[src/rtl/fetch_unit_if.sv]
// Fetch-stage bundle: instruction-memory req/gnt/rvalid port, redirect/halt control and the ir/pc handshake to decode.
// The master side is the fetch unit; the slave side is memory plus decoder.
interface fetch_unit_if;
    logic        imem_req;
    logic [31:0] imem_addr;
    logic        imem_gnt;
    logic        imem_rvalid;
    logic [31:0] imem_rdata;
    logic        redirect;
    logic [31:0] redirect_pc;
    logic        halt;
    logic [31:0] ir;
    logic [31:0] pc;
    logic        ir_valid;
    logic        ir_ready;

    modport master (
        output imem_req, imem_addr, ir, pc, ir_valid,
        input  imem_gnt, imem_rvalid, imem_rdata, redirect, redirect_pc, halt, ir_ready
    );

    modport slave (
        input  imem_req, imem_addr, ir, pc, ir_valid,
        output imem_gnt, imem_rvalid, imem_rdata, redirect, redirect_pc, halt, ir_ready
    );
endinterface

[src/rtl/fetch_unit.sv]
// Instruction fetch: one outstanding imem read, in-order prefetch FIFO, ir/pc valid on the cycle after push.
// Stops issuing while the FIFO plus the outstanding read would overflow; redirect flushes, halt is sticky.
module fetch_unit #(
    parameter logic [31:0] RESET_PC   = 32'h0000_0000,
    parameter int unsigned FIFO_DEPTH = 2
) (
    input logic          clk,
    input logic          rst_n,
    fetch_unit_if.master bus
);
    localparam int unsigned     PTR_W   = $clog2(FIFO_DEPTH);
    localparam logic [PTR_W:0]  DEPTH_C = (PTR_W+1)'(FIFO_DEPTH);
    localparam logic [31:0]     NOP     = 32'h0000_0013;

    typedef enum logic [1:0] {S_RUN, S_WAIT, S_FLUSH, S_HALTED} state_e;

    typedef struct packed {
        logic [31:0] pc;
        logic [31:0] ir;
    } entry_t;

    state_e             state_q, state_d;
    logic [31:0]        fetch_pc_q, fetch_pc_d;
    logic [31:0]        req_pc_q, req_pc_d;
    logic [31:0]        last_pc_q;
    entry_t             mem_q [FIFO_DEPTH];
    logic [PTR_W-1:0]   rd_ptr_q, wr_ptr_q;
    logic [PTR_W:0]     count_q, count_d;

    logic req_d, issue, push, pop, clear, fifo_empty;

    assign fifo_empty    = (count_q == '0);
    assign bus.ir_valid  = !fifo_empty;
    assign bus.ir        = fifo_empty ? NOP : mem_q[rd_ptr_q].ir;
    assign bus.pc        = fifo_empty ? last_pc_q : mem_q[rd_ptr_q].pc;
    assign bus.imem_addr = fetch_pc_q;
    assign bus.imem_req  = req_d;
    assign pop           = bus.ir_valid && bus.ir_ready;

    always_comb begin
        state_d    = state_q;
        fetch_pc_d = fetch_pc_q;
        req_pc_d   = req_pc_q;
        req_d      = 1'b0;
        issue      = 1'b0;
        push       = 1'b0;
        clear      = 1'b0;

        case (state_q)
            S_RUN: begin
                // RUN has nothing outstanding, so count<DEPTH guarantees the response fits.
                req_d = rst_n && (count_q < DEPTH_C) && !bus.halt;
                issue = req_d && bus.imem_gnt;
                if (issue) begin
                    req_pc_d   = fetch_pc_q;
                    fetch_pc_d = fetch_pc_q + 32'd4;
                    state_d    = S_WAIT;
                end
            end
            S_WAIT: begin
                if (bus.imem_rvalid) begin
                    push    = 1'b1;
                    state_d = S_RUN;
                end
            end
            S_FLUSH: begin
                if (bus.imem_rvalid) begin
                    state_d = S_RUN;
                end
            end
            default: ;
        endcase

        if (state_q != S_HALTED) begin
            if (bus.halt) begin
                push    = 1'b0;
                clear   = 1'b1;
                state_d = S_HALTED;
            end else if (bus.redirect) begin
                push       = 1'b0;
                clear      = 1'b1;
                fetch_pc_d = bus.redirect_pc & ~32'd3;
                // A read still in flight after this edge must be swallowed before issuing again.
                if (issue || ((state_q inside {S_WAIT, S_FLUSH}) && !bus.imem_rvalid)) begin
                    state_d = S_FLUSH;
                end else begin
                    state_d = S_RUN;
                end
            end
        end
    end

    always_comb begin
        count_d = count_q;
        if (push && !pop) begin
            count_d = count_q + (PTR_W+1)'(1);
        end else if (pop && !push) begin
            count_d = count_q - (PTR_W+1)'(1);
        end
    end

    always_ff @(posedge clk or negedge rst_n) begin
        if (!rst_n) begin
            state_q    <= S_RUN;
            fetch_pc_q <= RESET_PC;
            req_pc_q   <= RESET_PC;
            last_pc_q  <= RESET_PC;
            rd_ptr_q   <= '0;
            wr_ptr_q   <= '0;
            count_q    <= '0;
        end else begin
            state_q    <= state_d;
            fetch_pc_q <= fetch_pc_d;
            req_pc_q   <= req_pc_d;
            // pc keeps showing the most recent head once the FIFO drains.
            if (!fifo_empty) begin
                last_pc_q <= mem_q[rd_ptr_q].pc;
            end
            if (clear) begin
                rd_ptr_q <= '0;
                wr_ptr_q <= '0;
                count_q  <= '0;
            end else begin
                if (push) begin
                    wr_ptr_q <= wr_ptr_q + PTR_W'(1);
                end
                if (pop) begin
                    rd_ptr_q <= rd_ptr_q + PTR_W'(1);
                end
                count_q <= count_d;
            end
        end
    end

    always_ff @(posedge clk) begin
        if (push) begin
            mem_q[wr_ptr_q] <= '{pc: req_pc_q, ir: bus.imem_rdata};
        end
    end
endmodule

[src/flat_wrapper.sv]
// flat-port wrapper written by rule: the top's interface ports become plain ports
module fetch_unit_flat 
#(
    parameter logic [31:0] RESET_PC   = 32'h0000_0000,
    parameter int unsigned FIFO_DEPTH = 2
)
  (clk, rst_n, bus_imem_req, bus_imem_addr, bus_ir, bus_pc, bus_ir_valid, bus_imem_gnt, bus_imem_rvalid, bus_imem_rdata, bus_redirect, bus_redirect_pc, bus_halt, bus_ir_ready);
  fetch_unit_if bus_i ();
  input logic clk;
  input logic rst_n;
  output wire logic [$bits(bus_i.imem_req)-1:0] bus_imem_req;
  output wire logic [$bits(bus_i.imem_addr)-1:0] bus_imem_addr;
  output wire logic [$bits(bus_i.ir)-1:0] bus_ir;
  output wire logic [$bits(bus_i.pc)-1:0] bus_pc;
  output wire logic [$bits(bus_i.ir_valid)-1:0] bus_ir_valid;
  input wire logic [$bits(bus_i.imem_gnt)-1:0] bus_imem_gnt;
  input wire logic [$bits(bus_i.imem_rvalid)-1:0] bus_imem_rvalid;
  input wire logic [$bits(bus_i.imem_rdata)-1:0] bus_imem_rdata;
  input wire logic [$bits(bus_i.redirect)-1:0] bus_redirect;
  input wire logic [$bits(bus_i.redirect_pc)-1:0] bus_redirect_pc;
  input wire logic [$bits(bus_i.halt)-1:0] bus_halt;
  input wire logic [$bits(bus_i.ir_ready)-1:0] bus_ir_ready;
  assign bus_imem_req = bus_i.imem_req;
  assign bus_imem_addr = bus_i.imem_addr;
  assign bus_ir = bus_i.ir;
  assign bus_pc = bus_i.pc;
  assign bus_ir_valid = bus_i.ir_valid;
  assign bus_i.imem_gnt = bus_imem_gnt;
  assign bus_i.imem_rvalid = bus_imem_rvalid;
  assign bus_i.imem_rdata = bus_imem_rdata;
  assign bus_i.redirect = bus_redirect;
  assign bus_i.redirect_pc = bus_redirect_pc;
  assign bus_i.halt = bus_halt;
  assign bus_i.ir_ready = bus_ir_ready;
  fetch_unit #(.RESET_PC(RESET_PC), .FIFO_DEPTH(FIFO_DEPTH)) u_core (.clk(clk), .rst_n(rst_n), .bus(bus_i));
endmodule
[config.mk]
export PLATFORM = sky130hd
export DESIGN_NAME = fetch_unit_flat
export DESIGN_NICKNAME = d
export VERILOG_FILES = /design/src/rtl/fetch_unit_if.sv /design/src/rtl/fetch_unit.sv /design/src/flat_wrapper.sv
export SDC_FILE = /design/constraint.sdc
export NUM_CORES = 1
export LEC_CHECK = 0
export BUFFER_PORTS_ARGS = -buffer_cell sky130_fd_sc_hd__clkbuf_2
export CAP_MARGIN = 40
export CORE_MARGIN = 3
export CORE_UTILIZATION = 30
export DETAILED_ROUTE_END_ITERATION = 12
export SYNTH_ARGS = -nofsm -noshare
export SYNTH_HDL_FRONTEND = slang
export SYNTH_SLANG_ARGS = --single-unit
[constraint.sdc]
create_clock -name clk -period 13.4 [get_ports clk]
set_input_delay 4.02 -clock clk [delete_from_list [all_inputs] [get_ports clk]]
set_output_delay 4.02 -clock clk [all_outputs]
set_load 0.02 [all_outputs]
==> impl_results.md, run 1 <==
* Number of fillers in the final layout at around 2800
* Die area at ~32000 um^2
* Initial antenna violation count at 0
* DRC errors left at 0
* Routability cong. at between 0.7 and 0.8
* Yosys cell types at 43
* Final setup margin at between 4 and 5 ns
* Layout cell share with drive strength beyond 1 at a little under a third
* Most frequent cells in the layout: 163 x clkbuf_2, 124 x edfxtp_1, 97 x dfrtp_1
* Via count at approximately 5400
* FF+latch count, synth at 222
* IO Port Bufs at 164
* Number of I/O pins at about 170
* Crit path kind: primary input to output port
* Max Cap Viol at 0
* First-pass GRT wire length at between 20000 and 30000 um
* Slew @ Worst Pin at about 0.8 ns
* Minimum clock period at 8.87 ns
* Endpoints failing setup at 0
* Yosys Warn Count at 0
* Post-synth ARST share at roughly 44%
* Yosys top cell area share at a little over two fifths
* Largest net degree at the start of global routing at 62
* Layout area overhead at 24.0%
* Commonest non-fill, non-tap cell in the layout: clkbuf_2
* Postcts setup bufs at 0
* CTS sink cnt at between 200 and 250
* Die Y at ~180 um
* Slew headroom at 45.6%
* Largest fanout on the critical path at 40
* Setup_tns at 0 ns
* PwrDens at between 200 and 250 nW/um^2
* Die X at roughly 180 um
* CTS resizes at 0
* Final Hold Fails at 0
* Clock-pin slew on the worst setup and hold paths at approximately 0.060 ns
* DR pass1 iterations at 4
* Final worst path period share at about two thirds
* Cell taking the most area after synthesis: edfxtp_1
* Max VDD drop at 0.105 mV
* Mean Syn Cell Area at 14.1 um^2
* RSZ-0062 raised after global routing: false
* Via density at roughly 4.5
* Crit path capture type: output port
* EDFF count, synth at around 120
* Fmax at between 100 and 150 MHz
* Max Root-Sink Buffers at 3
* Gate Count Post-Synth at roughly 630
* Final Skew at 0.0251 ns
* Crit path required time at roughly 9.4 ns
* GRT Overall Usage at a little under an eighth
* Ys flop type: edfxtp_1
* Total CTS buffers at 25
* Tot Pwr at roughly 2600 uW
* Post-layout util at between 30% and 40%
* Post-layout net count at slightly below 900
* Congestion Overflow GR at 0
* Worst Hold Class: flop to flop
* Pre-CTS WS at roughly 4.5 ns
* Routed Antenna Nets at 0
* DR WL/cell at ~16 um
* Row cnt at between 60 and 70
* Initial core utilization at 30.7%
* P_leak at roughly 0.0045 uW
* Status: complete, no violations
* Ant diodes at 0
* Htree depth at 1
* Area of the mapped netlist at between 8000 and 9000 um^2
* Vias in the first global route at 5359
* Hold-fix buffer count after cts at 0
* Initial DRC Count at slightly below 200
* Worst Path Arrival at 4.85 ns
* CTS tree: yes
* Core Region at a little under 30000 um^2
* Final wirelength at about 19000 um
* Root buf cell: clkbuf_16
* Worst Setup Start Kind: primary input
* Post-DP HPWL at roughly 13000 um
* Worst-Skew Late Latency at 0.52 ns
* Top cells by area, synth: edfxtp_1 42%, dfrtp_1 28%, mux2i_1 7.1%
* Fin. max-slew vios at 0
* Seq/Total Area, Yosys at between 60% and 70%
==> flip-flops by register name, indices dropped and copies added, names as in the netlist <==
| name | count |
|---|---|
| u_core.last_pc_q | 32 |
| u_core.mem_q | 124 |
| u_core.wr_ptr_q | 1 |
| u_core.req_pc_q | 30 |
| u_core.rd_ptr_q | 1 |
| u_core.count_q | 2 |
| u_core.state_q | 2 |
| u_core.bus.imem_addr | 30 |
==> synthesized netlist by cell type, drive strengths merged (3+ instances only) <==
cell,instances
mux2i,63
buf,16
and2,8
mux2,30
nor2,45
dfrtp,98
o21ai,56
nand2,66
clkbuf,18
ha,5
edfxtp,124
xnor2,3
nand3,8
inv,6
and4,7
a21oi,5
and3,12
nand4,16
xor2,29
==> logic make-up after synthesis <==
logic type                 after synthesis  synth area share (%)
AOI/OAI and AO/OA                       67                  3.95
other                                    1                0.0421
and+or+nand+nor                        169                  9.41
DFF                                    222                  69.4
muxes                                   93                  10.9
xor gates and xnor gates                32                  3.15
buffers and inverters                   40                  2.45
adders and majority gates                5                 0.703
==> power by group <==
group,switching [uW],internal (uW),leakage [uW]
logic,512,292,0.00168
clock network,266,425,0.000423
registers,163,923,0.00235
==> routing by layer <==
layer | GRT usage [%] | share of wire (%) | vias up
met5 | 0 | 0 | -
met4 | 3.25 | 1.9 | 0
li1 | - | - | 2604
met1 | 16.7 | 47 | 2581
met2 | 18.9 | 45 | 140
met3 | 2.62 | 6.3 | 30
==> through the flow <==
| step | std cells | hold slack [ns] | area [um^2] |
|---|---|---|---|
| 6_report | 1199 | 0.460 | 11000 |
| 5_1_grt | 1199 | 0.481 | 11000 |
| 4_1_cts | 1199 | 0.468 | 11000 |
| 3_5_place_dp | 1153 | 0.458 | 10200 |
| 3_3_place_gp | 1149 | 0.449 | 10100 |
| 2_1_floorplan | 630 | 0.438 | 8900 |
==> critical path: stages <==
cell      delay, ns
buf_4          0.42
and2_1         0.22
clkbuf_2       0.17
==> final timing paths <==
check	from	end	slack, ns	cells past startpoint
min reg2reg	u_core.req_pc_q[31]	u_core.mem_q[1][63]	0.46	0
min in group asynchronous	rst_n	u_core.bus.imem_addr[9]	3.48	1
max reg2reg	u_core.count_q[0]	u_core.count_q[1]	10.94	8
max	rst_n	bus_imem_req	4.53	3
max in group asynchronous	rst_n	u_core.rd_ptr_q	8.65	2
min	u_core.req_pc_q[31]	u_core.mem_q[1][63]	0.46	0
==> final cells by class <==
type                       instances  area [um^2]  area share, %
multi-input combinational        368         2520           22.9
sequential                       222         6180           56.0
clock inverter                    14          160           1.45
timing repair buffer             173          971           8.80
clock buffer                      32          693           6.28
inverter                           6         22.5          0.204
tap                              384          480           4.36
No activity file was read; power rests on OpenSTA's default activity.
==> run 2, diff against run 1 <==
--- a/config.mk
+++ b/config.mk
@@ -5,6 +5,7 @@
 export SDC_FILE = /design/constraint.sdc
 export NUM_CORES = 1
 export LEC_CHECK = 0
+export ABC_AREA = 1
 export BUFFER_PORTS_ARGS = -buffer_cell sky130_fd_sc_hd__clkbuf_2
 export CAP_MARGIN = 40
 export CORE_MARGIN = 3
==> constraint.sdc (replaced) <==
create_clock -name clk -period 7.4 [get_ports clk]
set_input_delay 2.22 -clock clk [delete_from_list [all_inputs] [get_ports clk]]
set_output_delay 2.22 -clock clk [all_outputs]
set_load 0.02 [all_outputs]
==> impl_results.md, run 2 <==
* Status: complete, no violations (unchanged)
* Yosys cell types at 39 (was 43)
* Fin. max-slew vios at 0 (unchanged)
* Post-synth ARST share at 44.1% (unchanged)
* Adder-Cell Fraction of Synth Area at 0.689% (was 0.703%)
* Fmax at roughly 190 MHz
* Slew @ Worst Pin at 0.774 ns (was 0.816 ns)
* Max Cap Viol at 0 (unchanged)
* Most frequent cells in the layout: 228 x nand2_1, 163 x clkbuf_2, 124 x edfxtp_1 (was 163 x clkbuf_2, 124 x edfxtp_1, 97 x dfrtp_1)
* CTS resizes at 0 (unchanged)
* Post-synthesis compound-gate area fraction at 8.74% (was 3.95%)
* Post-synth top cells: 228 x nand2_1, 124 x edfxtp_1, 110 x a21oi_1, 98 x dfrtp_1, 82 x nor2_1 (was 124 x edfxtp_1, 98 x dfrtp_1, 66 x nand2_1, 63 x mux2i_1, 49 x o21ai_0)
* EDFF count, synth at 124 (unchanged)
* Routability cong. at 0.879 (was 0.727)
* Yosys top cell area share at 41.0% (was 41.9%)
* Layout area overhead at 23.0% (was 24.0%)
* Slew headroom at 48.3% (was 45.6%)
* Crit path required time at 5.18 ns (was 9.38 ns)
* PwrDens at 458 nW/um^2 (was 234 nW/um^2)
* Crit path kind: primary input to output port (unchanged)
* Initial DRC Count at 360 (was 198)
* Worst Path Arrival at 3.16 ns (was 4.85 ns)
* DR WL/cell at 15.9 um (was 16.0 um)
* Minimum clock period at 5.38 ns
* Htree depth at 1 (unchanged)
* Via density at 4.56 (was 4.47)
* Final wirelength at 22700 um (was 19200 um)
* Final worst path period share at ~73%
* Largest fanout on the critical path at 37 (was 40)
* DR pass1 iterations at 4 (unchanged)
* Core Region at 29700 um^2 (was 28900 um^2)
* Top Registers: u_core.mem_q: 124 flops, u_core.last_pc_q: 32 flops (unchanged)
* Final Hold Fails at 0 (unchanged)
* Die X at 180 um (was 178 um)
* Max VDD drop at 0.214 mV (was 0.105 mV)
* Postcts setup bufs at 0 (unchanged)
* Clock-pin slew on the worst setup and hold paths at 0.06 ns (about the same)
* DRC errors left at 0 (unchanged)
* Yosys Warn Count at 0 (unchanged)
* Vias in the first global route at 6340 (was 5359)
* Max Root-Sink Buffers at 3 (unchanged)
* Gate Count Post-Synth at 849 (was 629)
* Commonest non-fill, non-tap cell in the layout: nand2_1 (was clkbuf_2)
* Largest net degree at the start of global routing at 65 (was 62)
* Top cells by area, synth: edfxtp_1 41%, dfrtp_1 27%, nand2_1 9.4% (was edfxtp_1 42%, dfrtp_1 28%, mux2i_1 7.1%)
* CTS sink cnt at 222 (unchanged)
* Die area at 32400 um^2 (was 31800 um^2)
* Row cnt at 63 (was 62)
* Setup_tns at 0 ns (unchanged)
* Mean Syn Cell Area at 10.7 um^2 (was 14.1 um^2)
* Final setup margin at 2.02 ns (was 4.53 ns)
* Final Skew at 0.00944 ns (was 0.0251 ns)
* FF+latch count, synth at 222 (unchanged)
* Ys flop type: edfxtp_1 (unchanged)
* Finished Layout Cells at 1425 (was 1199)
* XOR/XNOR Fraction of Synth Area at 1.35% (was 3.15%)
* Worst Hold Class: flop to flop (unchanged)
* Layout cell share with drive strength beyond 1 at 23.5% (was 31.9%)
* Initial core utilization at 30.5% (was 30.7%)
* Total CTS buffers at 25 (unchanged)
* Endpoints failing setup at 0 (unchanged)
* Post-layout net count at 1092 (was 872)
* Congestion Overflow GR at 0 (unchanged)
* Cell taking the most area after synthesis: edfxtp_1 (unchanged)
* Most common cell in the synthesized netlist: nand2_1 (was edfxtp_1)
* Pre-CTS WS at 2.01 ns (was 4.48 ns)
* Initial antenna violation count at 0 (unchanged)
* P_leak at 0.00483 uW (was 0.00446 uW)
* IO Port Bufs at 164 (unchanged)
* Ant diodes at 0 (unchanged)
* Via count at 6493 (was 5355)
* Post-Synth Simple-Gate Area at 17.4% (was 9.41%)
* Proportion of synthesized area in mux cells at 0% (was 10.9%)
* First-pass GRT wire length at 35900 um (was 29900 um)
* Hold-fix buffer count after cts at 0 (unchanged)
* Post-DP HPWL at 15200 um (was 13000 um)
* Seq/Total Area, Yosys at 68.0% (was 69.4%)
* CTS tree: yes (unchanged)
* Largest family of logic cells by synthesized area: simple AND/OR/NAND/NOR gates (was multiplexers)
* Worst Setup Start Kind: primary input (unchanged)
* GRT Overall Usage at 13.7% (was 12.0%)
* Number of I/O pins at 169 (unchanged)
* Crit path capture type: output port (unchanged)
* Worst-Skew Late Latency at 0.53 ns (was 0.52 ns)
* Die Y at 180 um (was 178 um)
* Root buf cell: clkbuf_16 (unchanged)
* Area of the mapped netlist at 9080 um^2 (was 8900 um^2)
* Max reg flops at 124 (unchanged)
* RSZ-0062 raised after global routing: false (unchanged)
* Routed Antenna Nets at 0 (unchanged)
* Largest Register: u_core.mem_q (unchanged)
* Placed insts at 1379 (was 1153)
run 2: changes by cell type after synthesis, moves of 20 or more:
cell / previous run / this run
nand2_1: 66 / 228
a21oi_1: 5 / 110
mux2i_1: 63 / 0
inv_1: 6 / 45
nor2_1: 45 / 82
mux2_2: 30 / 0
o21ai_0: 49 / 23
nand3_1: 7 / 27
run 2: cells by family after synthesis:
family / after synthesis
flops: 222
buf+inv: 85
other cells: 1
compound gates: 150
simple gates: 372
xor+xnor: 14
fa+ha+maj: 5
run 2: layer usage:
| metal | vias up | share of wire (%) | routed length (um) | GRT usage (%) |
|---|---|---|---|---|
| met5 | - | 0 | 0 | 0 |
| met4 | 0 | 2.6 | 585 | 3.53 |
| met3 | 34 | 7.1 | 1600 | 3.28 |
| met2 | 222 | 44 | 9900 | 21.1 |
| met1 | 3055 | 47 | 10600 | 19.5 |
| li1 | 3182 | - | - | - |
run 2: path summary, 6_finish.rpt:
kind | from | end | slack [ns] | cells past startpoint
max | rst_n | bus_imem_req | 2.02 | 4
min | u_core.req_pc_q[20] | u_core.mem_q[0][52] | 0.48 | 0
max reg2reg | u_core.state_q[0] | u_core.bus.imem_addr[22] | 4.93 | 7
min reg2reg | u_core.req_pc_q[20] | u_core.mem_q[0][52] | 0.48 | 0
max in group asynchronous | rst_n | u_core.bus.imem_addr[31] | 4.69 | 3
min in group asynchronous | rst_n | u_core.state_q[0] | 1.69 | 1
run 2: final cells by class:
class,count,area [um^2]
clock buffers,36,707
well taps,390,488
flip-flops and latches,222,6180
multi-input cells,543,2590
fillers,2964,18600
inverters,48,180
clock inverters,10,66.3
repair buffers,176,961
run 2: critical path, cell delays in order:
cell and delay [ns]:
buf_4 0.43, nand2_1 0.11, nor2_1 0.17, clkbuf_2 0.20
run 2: report_power, final:
group          switching (uW)  leakage, uW  total [uW]  internal [uW]
clock network             483     0.000384        1150            666
logic                    1470      0.00217        2060            589
registers                 248      0.00227        1900           1650
run 2: metrics by stage:
step                      hold slack (ns)  utilization, %  instance area [um^2]  total power, uW
after floorplan                     0.442               -                  9080             3200
after global placement              0.452            34.7                 10300             3990
after detailed placement            0.459            35.0                 10400             4020
after global routing                0.488            37.6                 11200             5470
final                               0.477            37.6                 11200             5110
after CTS                           0.477            37.6                 11200             5200
==> run 3, diff against run 2 <==
==> constraint.sdc (replaced) <==
create_clock -name clk -period 4.4 [get_ports clk]
set_input_delay 1.32 -clock clk [delete_from_list [all_inputs] [get_ports clk]]
set_output_delay 1.32 -clock clk [all_outputs]
set_load 0.02 [all_outputs]
==> impl_results.md, run 3 (synthesized netlist as in run 2, its figures left out) <==
* Status: complete, no violations (unchanged)
* Worst Path Arrival at 2.32 ns (was 3.16 ns)
* Postcts setup bufs at 0 (unchanged)
* Slew @ Worst Pin at 0.748 ns (was 0.774 ns)
* Routed Antenna Nets at 0 (unchanged)
* Initial core utilization at 30.5% (unchanged)
* M1 WL at 10600 um (about the same)
* Core Region at 29700 um^2 (unchanged)
* Critical Path Start: u_core.count_q[1] (was rst_n)
* Final worst path period share at slightly above 80%
* CTS tree: yes (unchanged)
* Crit path required time at 3.08 ns (was 5.18 ns)
* Initial antenna violation count at 0 (unchanged)
* Worst-Skew Late Latency at 0.52 ns (was 0.53 ns)
* WHS at 0.471 ns (was 0.477 ns)
* Crit path kind: flop to output port (was primary input to output port)
* Final wirelength at 22600 um (was 22700 um)
* Worst path slowest cell: buf_4 (unchanged)
* Ant diodes at 0 (unchanged)
* Total CTS buffers at 26 (was 25)
* Max Cap Viol at 0 (unchanged)
* Most frequent cells in the layout: 228 x nand2_1, 163 x clkbuf_2, 124 x edfxtp_1 (unchanged)
* Via density at 4.55 (was 4.56)
* DR WL/cell at 15.8 um (was 15.9 um)
* Largest net degree at the start of global routing at 63 (was 65)
* Worst path cell trace: nor2_4 > buf_4 > a21oi_1 > a21oi_1 > clkbuf_2 (was buf_4 > nand2_1 > nor2_1 > clkbuf_2)
* Minimum clock period at 3.64 ns
* IO Port Bufs at 164 (unchanged)
* Largest fanout on the critical path at 59 (was 37)
* First-pass GRT wire length at 35700 um (was 35900 um)
* Layout area overhead at 24.4% (was 23.0%)
* Setup_tns at 0 ns (unchanged)
* Die X at 180 um (unchanged)
* Via count at 6492 (was 6493)
* Worst Hold Class: flop to flop (unchanged)
* Die area at 32400 um^2 (unchanged)
* Row cnt at 63 (unchanged)
* Worst hold start: u_core.req_pc_q[15] (was u_core.req_pc_q[20])
* Crit-path leading delay family: buffers and inverters (unchanged)
* Root buf cell: clkbuf_16 (unchanged)
* P_leak at 0.00487 uW (was 0.00483 uW)
* Commonest non-fill, non-tap cell in the layout: nand2_1 (unchanged)
* Max reg flops at 124 (unchanged)
* Routability cong. at 0.906 (was 0.879)
* Slew headroom at 50.1% (was 48.3%)
* Top Registers: u_core.mem_q: 124 flops, u_core.last_pc_q: 32 flops (unchanged)
* DR pass1 iterations at 5 (was 4)
* PwrDens at 783 nW/um^2 (was 458 nW/um^2)
* Max Root-Sink Buffers at 3 (unchanged)
* Worst r2r src: u_core.state_q[0] (unchanged)
* CP dominant cell by count: a21oi_1
* Initial DRC Count at 323 (was 360)
* DR WL met3 at 1630 um (was 1600 um)
* CTS sink cnt at 222 (unchanged)
* Fin. max-slew vios at 0 (unchanged)
* Largest stage delay, worst path at 0.58 ns (was 0.43 ns)
* DRC errors left at 0 (unchanged)
* Htree depth at 1 (unchanged)
* Crit path capture type: output port (unchanged)
* Layout cell share with drive strength beyond 1 at 24.0% (was 23.5%)
* Final Hold Fails at 0 (unchanged)
* WL met2 at 9820 um (was 9900 um)
* CTS resizes at 0 (unchanged)
* Max VDD drop at 0.386 mV (was 0.214 mV)
* Worst Path Buf+Inv at 2 (unchanged)
* RSZ-0062 raised after global routing: false (unchanged)
* Final Skew at 0.0104 ns (was 0.00944 ns)
* Worst Setup Start Kind: flop (was primary input)
* Post-DP HPWL at 15000 um (was 15200 um)
* Post-layout net count at 1094 (was 1092)
* Fmax at 274 MHz
* Number of I/O pins at 169 (unchanged)
* Storage element area at 6180 um^2 (unchanged)
* GRT Overall Usage at 13.6% (was 13.7%)
* Congestion Overflow GR at 0 (unchanged)
* Hold-fix buffer count after cts at 0 (unchanged)
* Number of fillers in the final layout at 2918 (was 2964)
* Die Y at 180 um (unchanged)
* Largest Register: u_core.mem_q (unchanged)
* Post-layout util at 38.0% (was 37.6%)
* Endpoints failing setup at 0 (unchanged)
* Multi-input gate area at 2590 um^2 (unchanged)
* Clock-pin slew on the worst setup and hold paths at 0.06 ns (about the same)
* Vias in the first global route at 6429 (was 6340)
* Top sig layer: met4 (unchanged)
run 3: cell count changes in the layout (fill, tap and decap cells not counted), sizes merged:
cell and delta:
clkinvlp +4, clkinv -4, buf +1, bufinv +3
clkbuf -1
run 3: per-layer routing:
metal,GRT usage (%),up-vias
met5,0,-
met4,3.93,0
met3,2.81,41
met2,20.5,226
met1,19.9,3027
li1,-,3198
run 3: metrics by stage:
step	area, um^2	total power [uW]	instances	setup slack [ns]
2_1_floorplan	9090	5380	850	0.634
3_3_place_gp	10400	6690	1378	1.04
3_5_place_dp	10400	6750	1380	0.972
4_1_cts	11300	8990	1428	0.682
5_1_grt	11300	9440	1428	0.566
6_report	11300	8840	1428	0.756
run 3: area by class of cell:
class                           count  share of cell area (%)
Clock inverter                     13                    1.39
Tap cell                          390                    4.32
Inverter                           48                    1.60
Clock buffer                       35                    6.52
Sequential cell                   222                    54.7
Timing Repair Buffer              177                    8.55
Multi-Input combinational cell    543                    22.9
run 3: where the power goes:
group	switching (uW)	leakage, uW	total, uW	internal (uW)
clock network	830	0.000424	2180	1350
logic	2450	0.00218	3450	1000
registers	427	0.00227	3210	2780
run 3: path summary, 6_finish.rpt:
path | cells after the start | endpoint | slack, ns
min | 0 | u_core.mem_q[1][47] | 0.47
min reg2reg | 0 | u_core.mem_q[1][47] | 0.47
min in group asynchronous | 1 | u_core.state_q[0] | 0.63
max reg2reg | 6 | u_core.mem_q[1][20] | 2.05
max | 5 | bus_pc[11] | 0.76
max in group asynchronous | 4 | u_core.req_pc_q[28] | 2.52
